[src/rtl/spi_master_ctrl.sv]
// SPI master: one DWIDTH-bit transfer per accepted write, runtime CPOL/CPHA/bit order/divider/slave select.
// Latency accept->done = (2*DWIDTH+2)*(clk_div+1) clk; writes outside IDLE are dropped, never queued.
module spi_master_ctrl #(
  parameter int DWIDTH = 8,
  parameter int NSS    = 4,
  parameter int DIVW   = 8,
  localparam int SSW   = (NSS > 1) ? $clog2(NSS) : 1
) (
  input  logic              clk,
  input  logic              rst,
  input  logic              cs,
  input  logic              wr,
  input  logic [DWIDTH-1:0] din,
  input  logic              cpol,
  input  logic              cpha,
  input  logic              lsb_first,
  input  logic [DIVW-1:0]   clk_div,
  input  logic [SSW-1:0]    ss_sel,
  output logic [DWIDTH-1:0] dout,
  output logic              busy,
  output logic              done,
  output logic              sclk,
  output logic              mosi,
  input  logic              miso,
  output logic [NSS-1:0]    ss_n
);

  localparam int ECW = $clog2(2 * DWIDTH);
  localparam logic [ECW-1:0] ELAST = ECW'(2 * DWIDTH - 1);

  typedef enum logic [1:0] {IDLE, SETUP, XFER, HOLD} state_t;

  state_t            state_q, state_d;
  logic [DIVW-1:0]   hcnt_q, div_q;
  logic [ECW-1:0]    ecnt_q;
  logic [DWIDTH-1:0] tx_q, rx_q;
  logic              cpol_q, cpha_q, lsb_q;
  logic [NSS-1:0]    ss_dec;

  logic accept, hp_end;
  logic first_edge, edge_x, leading, finish;
  logic do_toggle, do_sample, do_shift;

  assign accept = (state_q == IDLE) && cs && wr;
  assign hp_end = (hcnt_q == '0);

  always_ff @(posedge clk or posedge rst) begin
    if (rst) state_q <= IDLE;
    else     state_q <= state_d;
  end

  always_comb begin
    state_d = state_q;
    case (state_q)
      IDLE:    if (accept) state_d = SETUP;
      SETUP:   if (hp_end) state_d = XFER;
      XFER:    if (hp_end && ecnt_q == '0) state_d = HOLD;
      HOLD:    if (hp_end) state_d = IDLE;
      default: state_d = IDLE;
    endcase
  end

  // Edge strobes: the leading edge is the one leaving the idle level.
  always_comb begin
    first_edge = 1'b0;
    edge_x     = 1'b0;
    finish     = 1'b0;
    case (state_q)
      SETUP:   first_edge = hp_end;
      XFER:    edge_x     = hp_end && (ecnt_q != '0);
      HOLD:    finish     = hp_end;
      default: ;
    endcase
    leading   = (sclk == cpol_q);
    do_toggle = first_edge | edge_x;
    do_sample = do_toggle & (leading ^ cpha_q);
    do_shift  = edge_x & (cpha_q ? leading : (!leading && ecnt_q != ECW'(1)));
  end

  // Out-of-range selects match no line, so every ss_n stays high.
  always_comb begin
    ss_dec = '1;
    for (int i = 0; i < NSS; i++)
      if (ss_sel == SSW'(i)) ss_dec[i] = 1'b0;
  end

  always_ff @(posedge clk or posedge rst) begin
    if (rst) begin
      hcnt_q <= '0;
      div_q  <= '0;
      ecnt_q <= '0;
      tx_q   <= '0;
      rx_q   <= '0;
      cpol_q <= 1'b0;
      cpha_q <= 1'b0;
      lsb_q  <= 1'b0;
      dout   <= '0;
      busy   <= 1'b0;
      done   <= 1'b0;
      sclk   <= 1'b0;
      mosi   <= 1'b0;
      ss_n   <= '1;
    end else begin
      done <= 1'b0;
      if (state_q == IDLE) sclk <= cpol;

      if (accept) begin
        tx_q   <= din;
        rx_q   <= '0;
        cpol_q <= cpol;
        cpha_q <= cpha;
        lsb_q  <= lsb_first;
        div_q  <= clk_div;
        hcnt_q <= clk_div;
        ecnt_q <= ELAST;
        mosi   <= lsb_first ? din[0] : din[DWIDTH-1];
        ss_n   <= ss_dec;
        busy   <= 1'b1;
      end else if (state_q != IDLE) begin
        hcnt_q <= hp_end ? div_q : hcnt_q - DIVW'(1);
      end

      if (state_q == XFER && hp_end) ecnt_q <= ecnt_q - ECW'(1);

      if (do_toggle) sclk <= ~sclk;

      if (do_sample)
        rx_q <= lsb_q ? {miso, rx_q[DWIDTH-1:1]} : {rx_q[DWIDTH-2:0], miso};

      if (do_shift) begin
        tx_q <= lsb_q ? (tx_q >> 1) : (tx_q << 1);
        mosi <= lsb_q ? tx_q[1] : tx_q[DWIDTH-2];
      end

      if (finish) begin
        ss_n <= '1;
        dout <= rx_q;
        done <= 1'b1;
        busy <= 1'b0;
      end
    end
  end

endmodule

[config.mk]
export PLATFORM = sky130hd
export DESIGN_NAME = spi_master_ctrl
export DESIGN_NICKNAME = d
export VERILOG_FILES = /design/src/rtl/spi_master_ctrl.sv
export SDC_FILE = /design/constraint.sdc
export NUM_CORES = 1
export LEC_CHECK = 0
export BUFFER_PORTS_ARGS = -buffer_cell sky130_fd_sc_hd__buf_2
export CAP_MARGIN = 20
export CORE_AREA = 4 4 89 112
export CTS_BUF_LIST = sky130_fd_sc_hd__clkbuf_16
export CTS_CLUSTER_DIAMETER = 100
export DETAILED_ROUTE_END_ITERATION = 7
export DIE_AREA = 0 0 93 116
export PLACE_DENSITY = 0.51
export SLEW_MARGIN = 20
export SYNTH_ARGS = -nofsm -noshare
export SYNTH_HDL_FRONTEND = slang
export SYNTH_SLANG_ARGS = --single-unit
[constraint.sdc]
create_clock -name clk -period 5.6 [get_ports clk]
set_input_delay 0.56 -clock clk [delete_from_list [all_inputs] [get_ports clk]]
set_output_delay 0.56 -clock clk [all_outputs]
set_load 0.01 [all_outputs]
Yosys cells after proc, flatten, opt, wreduce, memory -nomap -nowiden
Cells that the tools add are included.
{ "word_totals": {"reg_bits": 57, "inputBits": 26, "output_inout_bits": 16, "wordCells": 89} }
{ "op_classes": {"addsub": 2, "eq_ne": 12, "muxes": 35, "bitwise": 5, "n_reduce_logical": 20} }
{ "op_table": {"columns": ["op", "n"], "rows": [
  ["8-bit two-way mux", 9],
  ["1-bit two-way mux", 17],
  ["4-bit two-way mux", 4],
  ["2-bit nonzero test", 7],
  ["2-bit == test, second input constant", 4],
  ["8-bit zero test", 1],
  ["2-bit two-way mux", 4],
  ["2-bit inequality test, second input constant", 4],
  ["2-bit one-hot mux with 4 select lines", 1],
  ["8-bit by 1-bit subtractor with 8-bit output, second input constant", 1],
  ["1-bit logical AND", 6],
  ["2-bit by 1-bit == test with 1-bit output, second input constant", 2],
  ["2-bit zero test", 2],
  ["4-bit zero test", 1],
  ["4-bit by 1-bit inequality test with 1-bit output, second input constant", 1],
  ["4-bit AND reduction", 1],
  ["4-bit nonzero test", 1],
  ["4-bit by 1-bit subtractor with 4-bit output, second input constant", 1],
  ["1-bit AND", 2],
  ["1-bit == test", 1],
  ["1-bit zero test", 1],
  ["1-bit inverter", 1],
  ["1-bit OR", 1],
  ["1-bit XOR", 1]
]} }

Depth between registers and ports, before layout
{ "logic_depth": {"word_depth": 6, "ltp_mapped": 8, "mapped_depth_nobuf": 6} }

Least setup slack after synthesis
Ideal clock, no wire load.
{ "synth_path": {"kind": "flip-flop to flip-flop", "from": "register hcnt_q[0]", "to": "register sclk", "t_arrival_ns": 1.953, "required_ns": 5.517, "slack_ns": 3.564, "stages_incl_launch_ff": 8, "period_less_slack_ns": 2.036, "path_cell_list": "dfrtp_1 -> inv_1 -> ha_1 -> or4b_4 -> buf_6 -> nor4_4 -> mux2_1 -> o21ai_0"} }
{ "synth_via": {"elab_chain_len": 5, "elab_cells_between_ends": 7, "classes_between": "mux (3); bitwise (1); reduce/logical (3)"} }
{ "synth_lines": {"columns": ["element", "line_no", "rtl"], "rows": [
  ["start, declared", "34", "logic [DIVW-1:0] hcnt_q, div_q;"],
  ["start signal, assigned", "114", "hcnt_q <= clk_div;"],
  ["start signal, assigned", "120", "hcnt_q <= hp_end ? div_q : hcnt_q - DIVW'(1);"],
  ["8-bit zero test (*)", "45", "assign hp_end = (hcnt_q == '0);"],
  ["1-bit logical AND", "70", "XFER: edge_x = hp_end && (ecnt_q != '0);"],
  ["1-bit two-way mux", "68", "case (state_q)"],
  ["1-bit OR (*)", "75", "do_toggle = first_edge | edge_x;"],
  ["1-bit two-way mux / 2-bit nonzero test (equally long branches)", null, null],
  ["end signal, assigned", "105", "if (state_q == IDLE) sclk <= cpol;"],
  ["end signal, assigned", "125", "if (do_toggle) sclk <= ~sclk;"],
  ["end, declared", "22", "output logic sclk,"]
]} }
Mark *: on every way between the ends. The rest lies on a longest branch, timed or not.
A chain may end at the register's enable or synchronous reset.

Final worst setup path
{ "layout_path": {"from": "register state_q[0]", "to": "register mosi"} }
{ "layout_via": {"elab_chain_len": 4, "elab_cells_between_ends": 8, "classes_between": "eq/ne (1); mux (2); bitwise (1); reduce/logical (4)"} }
{ "layout_lines": {"columns": ["element", "line_no", "rtl"], "rows": [
  ["start, declared", "33", "state_t state_q, state_d;"],
  ["start signal, assigned", "49", "else state_q <= state_d;"],
  ["2-bit == test / 2-bit zero test (equally long branches)", "68, 44", null],
  ["1-bit two-way mux / 1-bit logical AND (equally long branches)", "68, 44", null],
  ["1-bit AND / 1-bit logical AND (equally long branches)", "77, 44", null],
  ["1-bit two-way mux / 2-bit nonzero test (equally long branches)", null, null],
  ["end signal, assigned", "116", "mosi <= lsb_first ? din[0] : din[DWIDTH-1];"],
  ["end signal, assigned", "132", "mosi <= lsb_q ? tx_q[1] : tx_q[DWIDTH-2];"],
  ["end, declared", "23", "output logic mosi,"]
]} }
Parallel ways exist; a longest one is shown, timed or not.

==> run_summary.xml <==
<?xml version="1.0" encoding="UTF-8"?>
<metrics>
  <group name="sta">
    <metric name="final_hold_viol_count" unit="">0</metric>
    <metric name="setup_total_negative_slack" unit="ps">0</metric>
    <metric name="rsz0062_at_grt" unit="">no</metric>
    <metric name="clock_skew" unit="ps">7.94</metric>
    <metric name="tightestPinTransition" unit="ps">989</metric>
    <metric name="final-setup-viol-count" unit="">0</metric>
    <metric name="max_slew_margin" unit="%">33.9</metric>
    <metric name="finalCriticalPeriod" unit="ps">2690</metric>
    <metric name="final_max_slew_viol_count" unit="">0</metric>
    <metric name="min_period_over_period" unit="%">48.0</metric>
    <metric name="max_clock_freq" unit="GHz">0.372</metric>
  </group>
  <group name="logic_synthesis">
    <metric name="synth-async-reset-ratio" unit="%">100</metric>
    <metric name="synth.cell_area" unit="um^2">3080</metric>
    <metric name="synth-edff-count" unit="">0</metric>
    <metric name="synthTopCellsByArea" unit="">sky130_fd_sc_hd__dfrtp_1 43%, sky130_fd_sc_hd__mux2i_1 15%, sky130_fd_sc_hd__nand2_1 6.5%</metric>
    <metric name="postSynthNetCount" unit="">325</metric>
    <metric name="synthesis.instances" unit="">291</metric>
    <metric name="synth-warning-count" unit="">0</metric>
    <metric name="synth.lib_cells_used.distinct" unit="">51</metric>
    <metric name="synth_flop_cell" unit="">sky130_fd_sc_hd__dfrtp_1</metric>
    <metric name="synth_top_area_cell" unit="">sky130_fd_sc_hd__dfrtp_1</metric>
    <metric name="fraction_of_post_synthesis_cell_area_in_the_top_cell_type_by_area" unit="%">43.1</metric>
    <metric name="synth-seq-cells" unit="">57</metric>
    <metric name="synth_seq_area_share" unit="%">46.5</metric>
    <metric name="synth_area_per_cell" unit="um^2">10.6</metric>
  </group>
  <group name="grt">
    <metric name="first_pass_grt_wire_length" unit="um">11600</metric>
    <metric name="antenna_found_initial" unit="">0</metric>
    <metric name="grt_overflow_total" unit="">0</metric>
    <metric name="track_usage" unit="%">13.9</metric>
    <metric name="grt_pass1_vias" unit="">2287</metric>
    <metric name="grt_start_max_net_pins" unit="">58</metric>
  </group>
  <group name="route">
    <metric name="total_length_of_routed_wires" unit="um">6780</metric>
    <metric name="ant_nets" unit="">0</metric>
    <metric name="detail_route.iter0.violations" unit="">89</metric>
    <metric name="drt-wirelength-per-cell" unit="um">14.9</metric>
    <metric name="remaining_drc_errors" unit="">0</metric>
    <metric name="dr.pass1.iters" unit="">4</metric>
    <metric name="detailed_route_vias_per_instance" unit="">4.82</metric>
    <metric name="num_vias" unit="">2196</metric>
  </group>
  <group name="worst_setup_path">
    <metric name="cp.arrival" unit="ps">2870</metric>
    <metric name="worst_path_max_delay_cell" unit="">sky130_fd_sc_hd__nand3_1</metric>
    <metric name="cp_top_family" unit="">simple AND/OR/NAND/NOR gates</metric>
    <metric name="criticalPathCategory" unit="">reg -&gt; reg</metric>
    <metric name="worstPathRequired" unit="ps">5780</metric>
    <metric name="path_buf_inv" unit="">1</metric>
    <metric name="worst_setup_path_end_kind" unit="">flop</metric>
    <metric name="setup.worst_path.start_class" unit="">flop</metric>
    <metric name="crit_path_cell_trace" unit="">inv_1, ha_1, nand3_1, a21oi_1, mux2i_1</metric>
    <metric name="critical_path.max_stage_delay" unit="ps">910</metric>
    <metric name="cp_max_fo" unit="">24</metric>
  </group>
  <group name="floorplan">
    <metric name="design.die.area" unit="um^2">10800</metric>
    <metric name="die-width" unit="um">93</metric>
    <metric name="die_h" unit="um">116</metric>
    <metric name="rows" unit="">39</metric>
    <metric name="design.core.area" unit="um^2">8980</metric>
    <metric name="num_io_pins" unit="">42</metric>
    <metric name="initial_utilization" unit="%">34.3</metric>
  </group>
  <group name="placement">
    <metric name="detailedPlacementHpwl" unit="um">4590</metric>
    <metric name="port_buffers" unit="">41</metric>
    <metric name="place.gp.congestion" unit="">0.710</metric>
  </group>
  <group name="power_and_ir_drop">
    <metric name="ir_drop" unit="V">0.000206</metric>
    <metric name="cellPowerDensity" unit="nW/um^2">473</metric>
    <metric name="totalPowerFinal" unit="mW">1.70</metric>
    <metric name="leakage" unit="nW">1.81</metric>
  </group>
  <group name="finish">
    <metric name="layout_cells_sized_above_1" unit="%">22.5</metric>
    <metric name="nets" unit="">362</metric>
    <metric name="syn2layout_area_growth" unit="%">16.5</metric>
    <metric name="antenna-diode-count" unit="">0</metric>
  </group>
  <group name="cts">
    <metric name="tritoncts" unit="">done</metric>
    <metric name="clock_latency" unit="ps">320</metric>
    <metric name="cts_setup_buffers" unit="">0</metric>
    <metric name="cts_root_buf" unit="">sky130_fd_sc_hd__clkbuf_16</metric>
    <metric name="numCtsBuffers" unit="">9</metric>
    <metric name="clock_tree.buffer_depth" unit="">2</metric>
    <metric name="clk_pin_slew" unit="ps">50</metric>
    <metric name="htree_num_levels" unit="">3</metric>
    <metric name="tritoncts_num_sinks" unit="">57</metric>
    <metric name="cts_hold_repair.buffers" unit="">0</metric>
    <metric name="postCtsResizedCells" unit="">0</metric>
  </group>
  <group name="run_status">
    <metric name="run_status" unit="">finished clean</metric>
  </group>
  <group name="worst_hold_path">
    <metric name="hp-class" unit="">in -&gt; async</metric>
  </group>
  <group name="job">
    <metric name="timing.max_cap.violations" unit="">0</metric>
  </group>
</metrics>
layer usage:
metal	vias to the layer above	part of all wire [%]	wire length [um]	track usage (%)
met4	0	1.7	118	6.74
li1	1089	-	-	-
met2	35	49	3330	23.1
met3	8	3.4	228	3.12
met5	-	0	0	0
met1	1064	46	3110	17.1
where the power goes:
group / total, mW / internal (mW) / switching (mW)
clock: 0.464 / 0.287 / 0.177
sequential: 0.708 / 0.558 / 0.150
combinational: 0.526 / 0.256 / 0.270
final timing paths:
kind / cells past startpoint / start / slack (ps) / to
setup / recovery: 5 / state_q[0] / 2910 / mosi
max in group asynchronous: 3 / rst / 4650 / tx_q[7]
min in group clk: 3 / cpha / 450 / cpha_q
hold reg to reg: 2 / div_q[0] / 480 / div_q[0]
hold / removal: 3 / rst / 430 / dout[1]
setup reg to reg: 5 / state_q[0] / 2910 / mosi
cells in the mapped netlist, types with 2 or more instances:
master,instances
sky130_fd_sc_hd__a211oi_1,4
sky130_fd_sc_hd__a21oi_1,13
sky130_fd_sc_hd__a22oi_1,2
sky130_fd_sc_hd__and3_1,3
sky130_fd_sc_hd__buf_2,2
sky130_fd_sc_hd__buf_6,3
sky130_fd_sc_hd__clkbuf_1,9
sky130_fd_sc_hd__dfrtp_1,53
sky130_fd_sc_hd__dfstp_2,4
sky130_fd_sc_hd__ha_1,8
sky130_fd_sc_hd__inv_1,10
sky130_fd_sc_hd__mux2_1,3
sky130_fd_sc_hd__mux2_2,6
sky130_fd_sc_hd__mux2_4,4
sky130_fd_sc_hd__mux2i_1,45
sky130_fd_sc_hd__nand2_1,53
sky130_fd_sc_hd__nand2b_1,2
sky130_fd_sc_hd__nand3_1,4
sky130_fd_sc_hd__nand3b_1,3
sky130_fd_sc_hd__nor2_1,9
sky130_fd_sc_hd__nor3_1,8
sky130_fd_sc_hd__o21a_1,2
sky130_fd_sc_hd__o21ai_0,10
sky130_fd_sc_hd__xnor2_1,3
sky130_fd_sc_hd__xor2_1,2
worst register-to-register path, cell delays in order (launching register included):
cell                      delay, ps
sky130_fd_sc_hd__dfrtp_1        410
sky130_fd_sc_hd__inv_1          100
sky130_fd_sc_hd__ha_1           650
sky130_fd_sc_hd__nand3_1        910
sky130_fd_sc_hd__a21oi_1        390
sky130_fd_sc_hd__mux2i_1        100
logic make-up after synthesis:
| kind of cell | count (synthesis) | synth area share (%) |
|---|---|---|
| compound gates | 39 | 7.76 |
| xor+xnor | 5 | 1.42 |
| fa+ha+maj | 8 | 3.25 |
| buf+inv | 27 | 5.08 |
| flops | 57 | 46.5 |
| mux | 58 | 19.9 |
| simple gates | 97 | 16.1 |
placed cells by master, fill, tap and decap left out, types with 6 or more instances in the layout:
master	netlist	layout
sky130_fd_sc_hd__dfrtp_1	53	53
sky130_fd_sc_hd__clkbuf_16	0	9
sky130_fd_sc_hd__a21oi_1	13	13
sky130_fd_sc_hd__mux2i_1	45	45
sky130_fd_sc_hd__inv_1	10	13
sky130_fd_sc_hd__buf_2	2	41
sky130_fd_sc_hd__nand2_1	53	53
sky130_fd_sc_hd__ha_1	8	8
sky130_fd_sc_hd__nor2_1	9	9
sky130_fd_sc_hd__mux2_2	6	6
sky130_fd_sc_hd__nor3_1	8	8
sky130_fd_sc_hd__o21ai_0	10	10
final cells by class:
cell class              count  area, um^2
fillers                   914        5390
multi-input cells         207        1490
inverters                  10        37.5
repair buffers             43         220
clock buffers               9         225
clock inverters             7        26.3
well taps                 123         154
flip-flops and latches     57        1430
state kept, by name, indices dropped and copies added (netlist names), 2 cells and up:
name and cells:
div_q 8, rx_q 8, ss_n 4, hcnt_q 8, state_q 2, dout 8
ecnt_q 4, tx_q 8
per-stage QoR:
step	std cells	utilization, %	cell area, um^2	hold WS (ps)	setup WS, ps
floorplan	291	-	3080	440	3560
global route	456	39.9	3590	467	2560
finish	456	39.9	3590	427	2910
detailed placement	440	37.1	3330	468	2840
CTS	456	39.9	3590	439	2830
global placement	440	37.1	3330	453	2940
Note: power is estimated with default switching activity, not from simulation.
